--- src/rtl/mac_arbiter.sv ---
// -----------------------------------------------------------------------------
// mac_arbiter
//
// Shares one MAC among NREQ requesters. A round-robin arbiter picks a winner,
// its 4-bit operands are captured and held on mac_a_o/mac_b_o, a one-cycle
// mac_go_o pulse starts the MAC, and the 12-bit result (or a watchdog timeout)
// is returned to the winner with a one-cycle ack.
//
// Ports
//   clk_i        rising-edge clock
//   rst_i        synchronous, active-high reset
//   req_i        per-requester request level
//   req_a_i      operand A, requester i on bits [4i+3:4i]
//   req_b_i      operand B, same packing as req_a_i
//   ack_o        one-cycle completion pulse to the served requester
//   rsp_out_o    result, nonzero only while ack_o is nonzero
//   rsp_err_o    timeout flag, valid with ack_o
//   busy_o       high in every state except IDLE
//   gnt_id_o     index of the current or last granted requester
//   mac_a_o      operand A to the MAC, stable from ISSUE through WAIT
//   mac_b_o      operand B to the MAC, stable from ISSUE through WAIT
//   mac_go_o     one-cycle MAC start pulse
//   mac_done_i   MAC completion (pulse or level)
//   mac_out_i    MAC result, sampled in the cycle mac_done_i is seen
//
// All outputs are registered: each output register is loaded from a value
// derived from the next state, so it lines up with the state it belongs to.
// -----------------------------------------------------------------------------
module mac_arbiter #(
    parameter  int NREQ    = 4,
    parameter  int TIMEOUT = 255,
    localparam int IDW     = $clog2(NREQ)
) (
    input  logic                 clk_i,
    input  logic                 rst_i,
    input  logic [NREQ-1:0]      req_i,
    input  logic [4*NREQ-1:0]    req_a_i,
    input  logic [4*NREQ-1:0]    req_b_i,
    output logic [NREQ-1:0]      ack_o,
    output logic [11:0]          rsp_out_o,
    output logic                 rsp_err_o,
    output logic                 busy_o,
    output logic [IDW-1:0]       gnt_id_o,
    output logic [3:0]           mac_a_o,
    output logic [3:0]           mac_b_o,
    output logic                 mac_go_o,
    input  logic                 mac_done_i,
    input  logic [11:0]          mac_out_i
);

    typedef enum logic [1:0] {
        S_IDLE  = 2'd0,
        S_ISSUE = 2'd1,
        S_WAIT  = 2'd2,
        S_RESP  = 2'd3
    } state_e;

    // FSM and datapath state
    state_e            state_q, state_d;
    logic [IDW-1:0]    ptr_q,   ptr_d;
    logic [IDW-1:0]    gnt_q,   gnt_d;
    logic [15:0]       wdog_q,  wdog_d;
    logic [3:0]        opa_q,   opa_d;
    logic [3:0]        opb_q,   opb_d;

    // Output registers
    logic [NREQ-1:0]   ack_q,   ack_d;
    logic [11:0]       rsp_q,   rsp_d;
    logic              err_q,   err_d;
    logic              busy_q,  busy_d;
    logic              go_q,    go_d;

    // Arbiter results
    logic              req_any_s;
    logic              win_found_s;
    logic [IDW-1:0]    win_id_s;
    logic [IDW-1:0]    scan_idx_s;
    logic              scan_hit_s;
    logic [3:0]        win_a_s;
    logic [3:0]        win_b_s;
    logic [NREQ-1:0]   gnt_onehot_s;

    assign req_any_s    = |req_i;
    assign gnt_onehot_s = {{(NREQ-1){1'b0}}, 1'b1} << gnt_q;

    // Round-robin winner: first set request scanning upward from ptr_q, wrapping.
    always_comb begin
        win_found_s = 1'b0;
        win_id_s    = '0;
        scan_idx_s  = '0;
        scan_hit_s  = 1'b0;
        for (int i = 0; i < NREQ; i++) begin
            scan_idx_s  = IDW'((int'(ptr_q) + i) % NREQ);
            scan_hit_s  = req_i[scan_idx_s] & ~win_found_s;
            win_id_s    = scan_hit_s ? scan_idx_s : win_id_s;
            win_found_s = win_found_s | scan_hit_s;
        end
    end

    // Operand mux for the winning requester.
    always_comb begin
        win_a_s = 4'd0;
        win_b_s = 4'd0;
        for (int i = 0; i < NREQ; i++) begin
            win_a_s = (win_id_s == IDW'(i)) ? req_a_i[4*i +: 4] : win_a_s;
            win_b_s = (win_id_s == IDW'(i)) ? req_b_i[4*i +: 4] : win_b_s;
        end
    end

    // Next-state logic and next values of all registers.
    always_comb begin
        state_d = state_q;
        ptr_d   = ptr_q;
        gnt_d   = gnt_q;
        wdog_d  = wdog_q;
        opa_d   = opa_q;
        opb_d   = opb_q;
        ack_d   = '0;
        rsp_d   = 12'd0;
        err_d   = 1'b0;

        case (state_q)
            S_IDLE: begin
                // A MAC still holding a level done must release it before a new
                // grant, otherwise the stale done would complete the next job.
                if (req_any_s && win_found_s && !mac_done_i) begin
                    state_d = S_ISSUE;
                    gnt_d   = win_id_s;
                    opa_d   = win_a_s;
                    opb_d   = win_b_s;
                end else begin
                    state_d = S_IDLE;
                end
            end

            S_ISSUE: begin
                wdog_d  = 16'd0;
                state_d = S_WAIT;
            end

            S_WAIT: begin
                wdog_d = wdog_q + 16'd1;
                // done wins over the watchdog when both hit in the same cycle
                if (mac_done_i) begin
                    state_d = S_RESP;
                    ack_d   = gnt_onehot_s;
                    rsp_d   = mac_out_i;
                    err_d   = 1'b0;
                end else if (wdog_q == 16'(TIMEOUT)) begin
                    state_d = S_RESP;
                    ack_d   = gnt_onehot_s;
                    rsp_d   = 12'd0;
                    err_d   = 1'b1;
                end else begin
                    state_d = S_WAIT;
                end
            end

            S_RESP: begin
                ptr_d   = (gnt_q == IDW'(NREQ - 1)) ? '0 : gnt_q + IDW'(1);
                state_d = S_IDLE;
            end

            default: begin
                state_d = S_IDLE;
            end
        endcase

        busy_d = (state_d != S_IDLE);
        go_d   = (state_d == S_ISSUE);
    end

    // State and output registers with synchronous reset.
    always_ff @(posedge clk_i) begin
        if (rst_i) begin
            state_q <= S_IDLE;
            ptr_q   <= '0;
            gnt_q   <= '0;
            wdog_q  <= 16'd0;
            opa_q   <= 4'd0;
            opb_q   <= 4'd0;
            ack_q   <= '0;
            rsp_q   <= 12'd0;
            err_q   <= 1'b0;
            busy_q  <= 1'b0;
            go_q    <= 1'b0;
        end else begin
            state_q <= state_d;
            ptr_q   <= ptr_d;
            gnt_q   <= gnt_d;
            wdog_q  <= wdog_d;
            opa_q   <= opa_d;
            opb_q   <= opb_d;
            ack_q   <= ack_d;
            rsp_q   <= rsp_d;
            err_q   <= err_d;
            busy_q  <= busy_d;
            go_q    <= go_d;
        end
    end

    assign ack_o     = ack_q;
    assign rsp_out_o = rsp_q;
    assign rsp_err_o = err_q;
    assign busy_o    = busy_q;
    assign gnt_id_o  = gnt_q;
    assign mac_a_o   = opa_q;
    assign mac_b_o   = opb_q;
    assign mac_go_o  = go_q;

endmodule
--- config.mk ---
export PLATFORM = sky130hd
export DESIGN_NAME = mac_arbiter
export DESIGN_NICKNAME = d
export VERILOG_FILES = /design/src/rtl/mac_arbiter.sv
export SDC_FILE = /design/constraint.sdc
export NUM_CORES = 1
export LEC_CHECK = 0
export CAP_MARGIN = 25
export CORE_UTILIZATION = 23
export DETAILED_ROUTE_END_ITERATION = 16
export GPL_ROUTABILITY_DRIVEN = 0
export PLACE_DENSITY = 0.6
export SLEW_MARGIN = 20
export SYNTH_ARGS = -nofsm -noshare
export SYNTH_HDL_FRONTEND = slang
export SYNTH_SLANG_ARGS = --single-unit
--- constraint.sdc ---
create_clock -name clk_i -period 1.7 [get_ports clk_i]
set_input_delay 0.34 -clock clk_i [delete_from_list [all_inputs] [get_ports clk_i]]
set_output_delay 0.34 -clock clk_i [all_outputs]
set_load 0.02 [all_outputs]
Word-level counts from Yosys, hierarchy flattened
Index checks and enable logic that the tools add are counted.
- logic and storage cells: 82
- input port bits: 51
- flip-flop bits (word level): 49
- shift-type cells: 1
- reductions and logical operators: 12
- order comparisons: 4
- $add $sub $neg: 5
- bitwise gates (word level): 11
- multiplexer cells: 29
- eq/ne operators: 9
- operators by type and width (cell ; count):
    $mux 4 ; 10
    $pmux 16 s2 ; 1
    $add 16x1->16 const B ; 1
    $eq 16x8->1 const B ; 1
    $lt 2x3->1 const B ; 4
    $eq 2x2->1 const B ; 5
    $mux 2 ; 5
    $bmux 1 s2 ; 4
    $mux 1 ; 8
    $pmux 2 s4 ; 1
    $eq 2x1->1 const B ; 3
    $reduce_or 3->1 ; 2
    $not 1->1 ; 5
    $add 2x1->2 const B ; 2
    $add 2x2->2 const B ; 2
    $logic_not 2->1 ; 2
    $reduce_bool 2->1 ; 2
    $reduce_or 4->1 ; 1
    $shl 1x2->4 const A ; 1
    $and 1x1->1 ; 3
    $or 1x1->1 ; 3
    $logic_and 1x1->1 ; 2
    $reduce_and 2->1 ; 1
    $reduce_or 2->1 ; 1
    $logic_not 1->1 ; 1

Depth between registers and ports, before layout
Gate-level depths: netlist of the first run.
- depth after elaboration: 16
- depth in mapped cells: 8
- mapped depth without buffers: 7

Worst setup path after synthesis of the first run
Ideal clock, no wire load.
- path type: register to register
- start point: register state_q[1]
- end point: register wdog_q[11]
- slack: -0.033 ns
- clock period less this slack: 1.733 ns
- arrival time: 1.606 ns
- stages on the path, launching flop included: 9
- path buffers: 1
- cell sequence: dfxtp_1 -> inv_1 -> ha_1 -> buf_2 -> nand4_1 -> nor3_1 -> nand4_1 -> xor2_1 -> nor2_1
- word-level cells in the longest chain between the ends: 2
- ends and longest elaborated chain (element ; line ; RTL):
    start, declared ; 59 ; state_e state_q, state_d;
    start signal, assigned ; 188 ; state_q <= state_d;
    $eq 2x2->1 / $eq 2x1->1 (equally long branches) ; 122 ; case (state_q)
    $pmux 16 s2 / $reduce_bool 2->1 (equally long branches) ; - ;
    end signal, assigned ; 191 ; wdog_q <= wdog_d;
    end, declared ; 62 ; logic [15:0] wdog_q, wdog_d;
Parallel ways exist; a longest one is shown, timed or not.
A chain may end at the register's enable or synchronous reset.

Final worst setup path of the first run
- start point: register state_q[1]
- end point: register wdog_q[10]
Same word-level chain as after synthesis.

==> results of run 1 <==
-- sequential cells by signal (all words and copies together) (netlist names) --
name       flops
ptr_q          2
mac_b_o        4
mac_go_o       1
ack_o          4
wdog_q        16
rsp_err_o      1
state_q        2
rsp_out_o     12
busy_o         1
mac_a_o        4
gnt_id_o       2
-- cell usage after synthesis (2+ instances only) --
cell type / n
buf_12: 2
buf_6: 2
mux2i_1: 21
or3_1: 2
nand2_1: 15
o21ai_1: 2
nand2b_1: 2
xor2_1: 11
inv_1: 9
a21oi_1: 8
xnor2_1: 2
nand4_1: 4
o21ai_0: 2
and3_1: 19
nor2_1: 24
nor4_1: 2
nand3_1: 5
o221ai_1: 8
dfxtp_1: 49
nor3_1: 3
clkbuf_1: 3
ha_1: 9
-- repair_timing --
item | CTS | global route
pin swaps | 5 | 1
gates resized for setup | 10 | 6
buffers inserted | 0 | 1
gates cloned | 0 | 1
setup endpoints to repair | 9 | 16
-- tightest hold or removal path: stages, from the launching register on --
cell and delay, ps:
dfxtp_1 340, nand2_1 50, o221ai_1 50
-- kinds of logic after synthesis --
group	count (synthesis)	synth area share [%]
AOI/OAI and AO/OA	25	7.89
xor gates and xnor gates	13	5.28
adders and majority gates	9	5.22
buffers and inverters	18	5.45
DFF	49	45.5
muxes	21	9.74
and+or+nand+nor	84	20.9
-- power groups by stage --
stage / clock network [mW] / logic (mW) / registers (mW)
after floorplan: 0 / 0.192 / 1.28
after global placement: 0 / 0.516 / 1.24
after detailed placement: 0 / 0.518 / 1.24
after CTS: 0.747 / 0.523 / 1.22
after global routing: 0.797 / 0.594 / 1.22
final: 0.715 / 0.548 / 1.22
-- cell type report --
class	count	share of cell area, %
clock buffers	5	2.03
clock inverters	3	0.738
inverters	9	0.996
multi-input cells	152	33.1
flip-flops and latches	49	29.0
well taps	108	3.99
repair buffers	105	30.1
-- routing by layer --
layer | share of wire, % | up-vias | GRT usage [%]
met1 | 46 | 899 | 14.0
met2 | 50 | 38 | 18.2
met4 | 0.74 | 0 | 3.44
li1 | - | 971 | -
met5 | 0 | - | 0
met3 | 3.8 | 2 | 2.48
-- worst paths after layout --
check | to | slack [ps] | start | cells past startpoint
max | wdog_q[10]$_SDFFE_PP0P_ | 60 | state_q[1]$_SDFF_PP0_ | 8
max reg2reg | wdog_q[10]$_SDFFE_PP0P_ | 60 | state_q[1]$_SDFF_PP0_ | 8
min reg2reg | mac_a_o[2]$_SDFFE_PP0P_ | 470 | mac_a_o[2]$_SDFFE_PP0P_ | 2
min | mac_a_o[2]$_SDFFE_PP0P_ | 470 | mac_a_o[2]$_SDFFE_PP0P_ | 2
-- metrics by stage --
step | instance area [um2] | std cells
4_1_cts | 3320 | 429
3_5_place_dp | 3210 | 421
3_3_place_gp | 3210 | 421
2_1_floorplan | 2160 | 219
5_1_grt | 3390 | 431
6_report | 3390 | 431
==> load_flow_metrics.sql, run 1 <==
INSERT INTO impl_metrics (metric_group, metric, value, unit) VALUES
('run_status', 'run_status', 'completed', ''),
('logic_synthesis', 'synth-seq-cells', '49', ''),
('power', 'leakagePower', '1.33', 'nW'),
('layout', 'area_growth', '57.2', '%'),
('global_routing', 'groute.usage.overall', '10.9', '%'),
('floorplan', 'fp.coreArea', '8890', 'um2'),
('floorplan', 'io-pin-count', '80', ''),
('worst_hold_path', 'hold_path_class', 'reg -> reg', ''),
('clock_network', 'cts_made_buffers', '5', ''),
('logic_synthesis', 'postSynthAreaPerCell', '9.85', 'um2'),
('layout', 'drive_gt1_share', '14.6', '%'),
('sta', 'tns', '0', 'ps'),
('critical_path', 'timing.critical_path.max_delay_family', 'simple AND/OR/NAND/NOR gates', ''),
('drt', 'detail_route.first_pass.iterations', '4', ''),
('clock_network', 'cts_tree', 'done', ''),
('floorplan', 'die_height', '98.8', 'um'),
('clock_network', 'buffer_type_at_the_clock_tree_root', 'clkbuf_8', ''),
('power', 'sequentialPowerShare', '49.0', '%'),
('drt', 'vias_per_cell', '4.43', ''),
('critical_path', 'cp_max_fo', '4', ''),
('drt', 'dr_total_vias', '1910', ''),
('critical_path', 'critical_path.slowest_cell', 'dfxtp_1', ''),
('sta', 'hold_violations', '0', ''),
('power', 'share_clk_of_total_power', '28.9', '%'),
('critical_path', 'path_buf_inv', '2', ''),
('logic_synthesis', 'synth_top_area_share', '45.5', '%'),
('sta', 'setup-violations-final', '0', ''),
('clock_network', 'clock-sinks', '49', ''),
('drt', 'drtAntennaViolNets', '0', ''),
('power', 'totalPowerFinal', '2.48', 'mW'),
('clock_network', 'cts_htree_levels', '2', ''),
('layout', 'final_core_util', '38.1', '%'),
('logic_synthesis', 'yosysWarningCount', '0', ''),
('floorplan', 'row_count', '34', ''),
('floorplan', 'dieArea', '9770', 'um2'),
('logic_synthesis', 'synth_top_flop_cell', 'dfxtp_1', ''),
('critical_path', 'timing.critical_path.required', '1900', 'ps'),
('sta', 'worst-slew-pin-transition', '388', 'ps'),
('floorplan', 'fp.dieW', '98.8', 'um'),
('logic_synthesis', 'synth_top_area_cells', 'dfxtp_1 45%, mux2i_1 9.7%, and3_1 5.5%', ''),
('power', 'p_comb_share', '22.1', '%'),
('power', 'pwr_dens', '731', 'nW/um2'),
('drt', 'postRouteWirelength', '5430', 'um'),
('sta', 'period_share', '96.5', '%'),
('placement', 'io_buffers', '79', ''),
('logic_synthesis', 'synth-edff-count', '0', ''),
('critical_path', 'critical-path-max-stage-delay', '370', 'ps'),
('run', 'drv.max_cap_violation_count', '0', ''),
('clock_network', 'cts_hold_buf', '0', ''),
('layout', 'final_nets', '382', ''),
('drt', 'routedWlPerCell', '12.6', 'um'),
('logic_synthesis', 'synthesis.area', '2160', 'um2'),
('critical_path', 'critical_path.endpoint_type', 'flip-flop', ''),
('global_routing', 'grt_pass1_wl', '8510', 'um'),
('sta', 'timing.slew.headroom', '73.8', '%'),
('power', 'p_sw', '0.672', 'mW'),
('sta', 'clock-skew-final', '6.24', 'ps'),
('global_routing', 'grt-ovfl-total', '0', ''),
('critical_path', 'criticalPathCategory', 'reg -> reg', ''),
('clock_network', 'clock_tree.buffer_depth', '2', ''),
('critical_path', 'crit_path_start_kind', 'flip-flop', ''),
('logic_synthesis', 'ys_types', '37', ''),
('logic_synthesis', 'post_synth_inst_count', '219', ''),
('layout', 'regArea', '982', 'um2'),
('power', 'power_report.internal_total', '1.81', 'mW'),
('global_routing', 'grt_start_max_net_pins', '18', ''),
('logic_synthesis', 'post-synth-top-area-cell', 'dfxtp_1', ''),
('layout', 'num_antenna_cells', '0', ''),
('layout', 'multi_input_gate_area', '1120', 'um2'),
('drt', 'drcViolationCount', '0', ''),
('logic_synthesis', 'async_set_or_reset_flop_fraction_in_the_synthesized_netlist', '0', '%');
Note: power is estimated with default switching activity, not from simulation.
==> run 2, diff against run 1 <==
- CTS_BUF_LIST: default -> sky130_fd_sc_hd__clkbuf_8
==> results of run 2 <==
No change in the layout: final DEF, timing and power equal those of run 1.
==> patch 1, RTL diff (flow settings as in run 1) <==
`TIMEOUT`: 255 -> 191.
--- a/src/rtl/mac_arbiter.sv
+++ b/src/rtl/mac_arbiter.sv
@@ -30,3 +30,3 @@
     parameter  int NREQ    = 4,
-    parameter  int TIMEOUT = 255,
+    parameter  int TIMEOUT = 191,
     localparam int IDW     = $clog2(NREQ)
Formal check against the unedited RTL: same outputs for any inputs over 4 cycles, from zero or initial values and one cycle with rst_i high; that may be too few to reach the edited logic, so the function may still have changed.
==> patch 1 against run 1 <==
- worst hold slack lost 0.0011 ns
- synthesized area is 0.99% higher
- first-iteration DRC count down 12%
- die area rose by 0.97%
- non-clock buffer count rose by 5
- worst setup slack gained 0.0032 ns
- via count grew 2.0%
- final area increased by 5.2%
- sequential cell count unchanged
- wire length shrank 5.0%
Power is not compared: it rests on default switching activity, and its combinational part moved more than twofold at a synthesized area within 25%.
==> patch 1: results (changes against run 1) <==
Routing
  – Final wirelength: 5.158 mm (-5.0%)
  – Met2 WL post-DR: 2.587 mm (-4.3%)
  – Met1 Wirelength: 2.233 mm (-10%)
  – DR iter-0 viols: 51 (-12%)

Worst setup path
  – Worst-path maximum fanout: 8 (+4)
  – Critical Path End: mac_b_o[1]
  – Slowest Stage Delay on Critical Path: 0.40 ns (+0.03 ns)
  – Crit path from: ptr_q[1]
  – Reg2reg path depth: 6 (-2)

Status
  – Outcome: complete, no violations

Global route
  – Largest net degree at the start of global routing: 17 (-1)
  – Met2 GRT Util: 0.1875 (+0.005682)
  – M3 GR Usage: 0.02670 (+0.001881)
  – First-pass GRT wire length: 8.369 mm (-1.6%)

Cells and area
  – Layout area overhead: 63.70%
  – Fill cells: 893 (-1.1%)
  – Multi-input combinational area share: 0.3400 (+0.008633)
  – NonClk Buf Share: 0.2989 (-0.002529)
  – Multi-input gate count: 153 (+0.66%)
  – FF+latch area: 984.7 um^2 (+0.25%)
  – Non-Clock Buffer Count: 110 (+4.8%)

Timing
  – Worst Clk Skew: 0.007951 ns (+0.001716 ns)
  – Max Fclk: 610.9 MHz (+0.19%)
  – Rel. slew slack: 0.7623 (+0.02475)

Floorplan
  – Placement row count: 35 (+2.9%)

Yosys
  – Compound-Gate Fraction of Synth Area: 0.1212 (+0.04231)
  – Post-Synth Adder-Cell Area: 0.05169 (-0.0005097)
  – Synth area leaders: dfxtp_1, mux2i_1, o221ai_2, ha_1, and3_1
  – Post-synth top cells: dfxtp_1, mux2i_1, nor2_1
  – XOR/XNOR Fraction of Synth Area: 0.04825 (-0.004536)
  – Multiplexer share of the synthesized area: 0.09190 (-0.005547)

Min path
  – Hold Crit Endpoint: mac_a_o[3]

Placement
  – DP Worst Slack: -0.5016 ns (-0.009119 ns)
==> patch 1: changes by cell type in the layout (fill, tap and decap cells not counted), moves of 4 or more <==
cell and change:
and3_1 -7, o221ai_1 -6, o221ai_2 +6, mux2i_1 -5
nor2_1 -5, and2_1 +4, buf_4 +4
==> patch 1: repair_timing <==
item                       4_1_cts  5_1_grt
gates resized for setup         16       15
cloned                           0        1
pin swaps                        1        1
buffers inserted                 0        1
hold endpoints to repair         0        0
setup endpoints to repair       16       25
==> patch 1: cells by family (layout without fill, tap and decap cells) <==
logic type | Yosys count | in the layout
AO/OA/AOI/OAI | 30 | 30
XOR/XNOR | 12 | 12
adder cells (fa/ha/maj) | 9 | 9
buffers and inverters | 17 | 126
flip-flops | 49 | 49
multiplexers | 20 | 20
AND/OR/NAND/NOR | 82 | 82
==> patch 2, RTL diff (config.mk and constraints of run 1) <==
Without the edit above. Re-encode `state_e` (4 states) as one-hot, 4 bits wide.
--- a/src/rtl/mac_arbiter.sv
+++ b/src/rtl/mac_arbiter.sv
@@ -50,7 +50,7 @@
 
-    typedef enum logic [1:0] {
-        S_IDLE  = 2'd0,
-        S_ISSUE = 2'd1,
-        S_WAIT  = 2'd2,
-        S_RESP  = 2'd3
+    typedef enum logic [3:0] {
+        S_IDLE  = 4'b0001,
+        S_ISSUE = 4'b0010,
+        S_WAIT  = 4'b0100,
+        S_RESP  = 4'b1000
     } state_e;
Function: no difference found for any inputs over 4 cycles, from zero or initial values and one cycle with rst_i high; so few cycles prove little.
==> patch 2 against run 1 <==
- the flow now finishes with violations (setup timing)
- critical endpoint is now mac_a_o[3]
- wire length up 13%
- final area up 12%
- final cell count up 12%
- critical path depth down 1
- sequential cell count up 2
- fmax down 9.6%
- power down 4.9%
- via count up 13%
- worst setup slack worse by 0.17 ns
- clock skew down 0.0021 ns
- sequential share of layout area down 1.8 points
- synthesized area up 4.1%
- global-route usage up 1.4 points
==> patch 2: results (changes against run 1) <==
Status
  – Outcome: finished, violations left
  – Failing checks: setup timing

Yosys
  – Avg Cell Area, Syn: 9.476 um^2 (-3.8%)
  – Post-synth top cells: dfxtp_1, nor2_1, mux2i_1
  – Netlist cell types: 40 (+8.1%)
  – Syn_nets: 293 (+5.0%)
  – Register area share after synthesis: 0.4546 (about the same)

Global route
  – GR Util All Layers: 0.1235 (+0.01435)
  – First-pass GRT wire length: 9.922 mm (+17%)
  – Largest net degree at the start of global routing: 27 (+9)
  – Number of global-route vias before repair: 2122 (+18%)

Cells and area
  – Fin nets: 408 (+6.8%)
  – Layout cells sized above 1: 0.2550 (+0.1094)
  – Finished Cell Area: 3796 um^2 (+12%)
  – Fill cells: 923 (+2.2%)

Routing
  – Drt pass-1 iters: 4 (unchanged)
  – Final wirelength: 6.126 mm (+13%)
  – DR iter-0 viols: 42 (-28%)
  – Wire per inst: 12.71 um (+0.88%)
  – Via count: 2166 (+13%)

Power
  – Peak supply drop: 0.0003310 V (-17%)
  – Pleak: 0.001442 uW (+8.0%)
  – Internal power: 1760 uW (-2.6%)

Timing
  – Worst setup margin: -0.1142 ns (-0.1741 ns)
  – Tightest Pin Transition: 0.3546 ns (-0.03361 ns)
  – Worst Clk Skew: 0.004104 ns (-0.002132 ns)
  – Final setup fails: 28 (+28)
  – Final hold slack: 0.4687 ns (-0.002474 ns)

Min path
  – Hold Path Class: register to register
  – Worst Hold Path Cells: 1 (-1)

Worst setup path
  – Worst path arrival time: 2.05 ns (+0.21 ns)
  – Reg2reg path depth: 7 (-1)
  – Worst-path maximum fanout: 8 (+4)
  – Critical Path End: mac_a_o[3]

Placement
  – # placed instances: 466 (+11%)
  – HPWL after detailed placement: 4.401 mm (+5.1%)
  – Placed cell area: 3438 um^2 (+7.1%)
  – PortBufs: 79 (unchanged)

Clocking
  – Max clock buf depth: 2 (unchanged)
  – Number of buffers created by CTS: 5 (unchanged)
[patch 2: changes by cell type after synthesis, moves of 3 or more]
| cell | change |
|---|---|
| and2_1 | +17 |
| nand3b_1 | +8 |
| ha_1 | -4 |
| nand2_1 | -3 |
| and3_1 | -19 |
| a21oi_1 | +3 |
| o21ai_0 | +4 |
| nor4_1 | +3 |
| clkbuf_1 | +7 |
| a311oi_1 | +4 |
| a211oi_1 | +3 |
| or4_1 | +3 |
| xor2_1 | -11 |
[patch 2: metrics by stage]
step | worst slack (ns) | TNS, ns
6_report | -0.1142 | -2.008
5_1_grt | -0.2033 | -4.264
4_1_cts | -0.1080 | -1.327
3_5_place_dp | -0.5475 | -7.972
3_3_place_gp | -0.4796 | -7.865
2_1_floorplan | -0.007489 | -0.007818
[patch 2: repair_timing]
item,4_1_cts,5_1_grt
buffers inserted,4,2
endpoints found under the setup margin,40,39
pin swaps,9,13
resized for setup,28,26
gates cloned,2,0
[patch 2: area by class of cell]
type / instances / share of cell area
tap: 129 / 0.04252
clock inverter: 2 / 0.004285
inverter: 7 / 0.006922
clock buffer: 6 / 0.01912
multi-input combinational: 165 / 0.3497
timing repair buffer: 122 / 0.3059
sequential: 51 / 0.2716
[patch 2: cell families (layout without fill, tap and decap cells)]
logic type,Yosys count,in the layout,share of synthesized area
multiplexers,23,23,0.1042
adder cells (fa/ha/maj),5,5,0.02786
flip-flops,51,51,0.4546
AO/OA/AOI/OAI,41,41,0.1270
buffers and inverters,21,137,0.04011
AND/OR/NAND/NOR,96,96,0.2462
[patch 2: power by group through the flow]
stage	Combinational, uW	Clock, uW	Sequential (uW)
after floorplan	111	0	1290
after global placement	351	0	1270
after detailed placement	355	0	1270
after CTS	379	735	1240
after global routing	431	780	1240
final	403	714	1240
[patch 2: worst min path at each step]
stage / startpoint / endpoint
3_5_place_dp: mac_a_o[3] / mac_a_o[3]
3_3_place_gp: wdog_q[5] / wdog_q[5]
6_report: wdog_q[4] / wdog_q[4]
2_1_floorplan: mac_done_i / rsp_err_o
4_1_cts: mac_done_i / rsp_err_o
5_1_grt: wdog_q[4] / wdog_q[4]
[patch 2: layer usage]
metal	vias up	track usage	part of all wire
li1	1091	-	-
met3	4	0.04577	0.067
met1	1010	0.1552	0.44
met4	0	0.02676	0.0069
met5	-	0	0
met2	61	0.2018	0.49
[patch 2: critical path, stage by stage (launching register included)]
cell and delay [ns]:
dfxtp_2 0.35, buf_4 0.13, buf_6 0.10, buf_4 0.13, nor4_4 0.22, nand3_2 0.13
or3b_4 0.51, o221ai_2 0.17
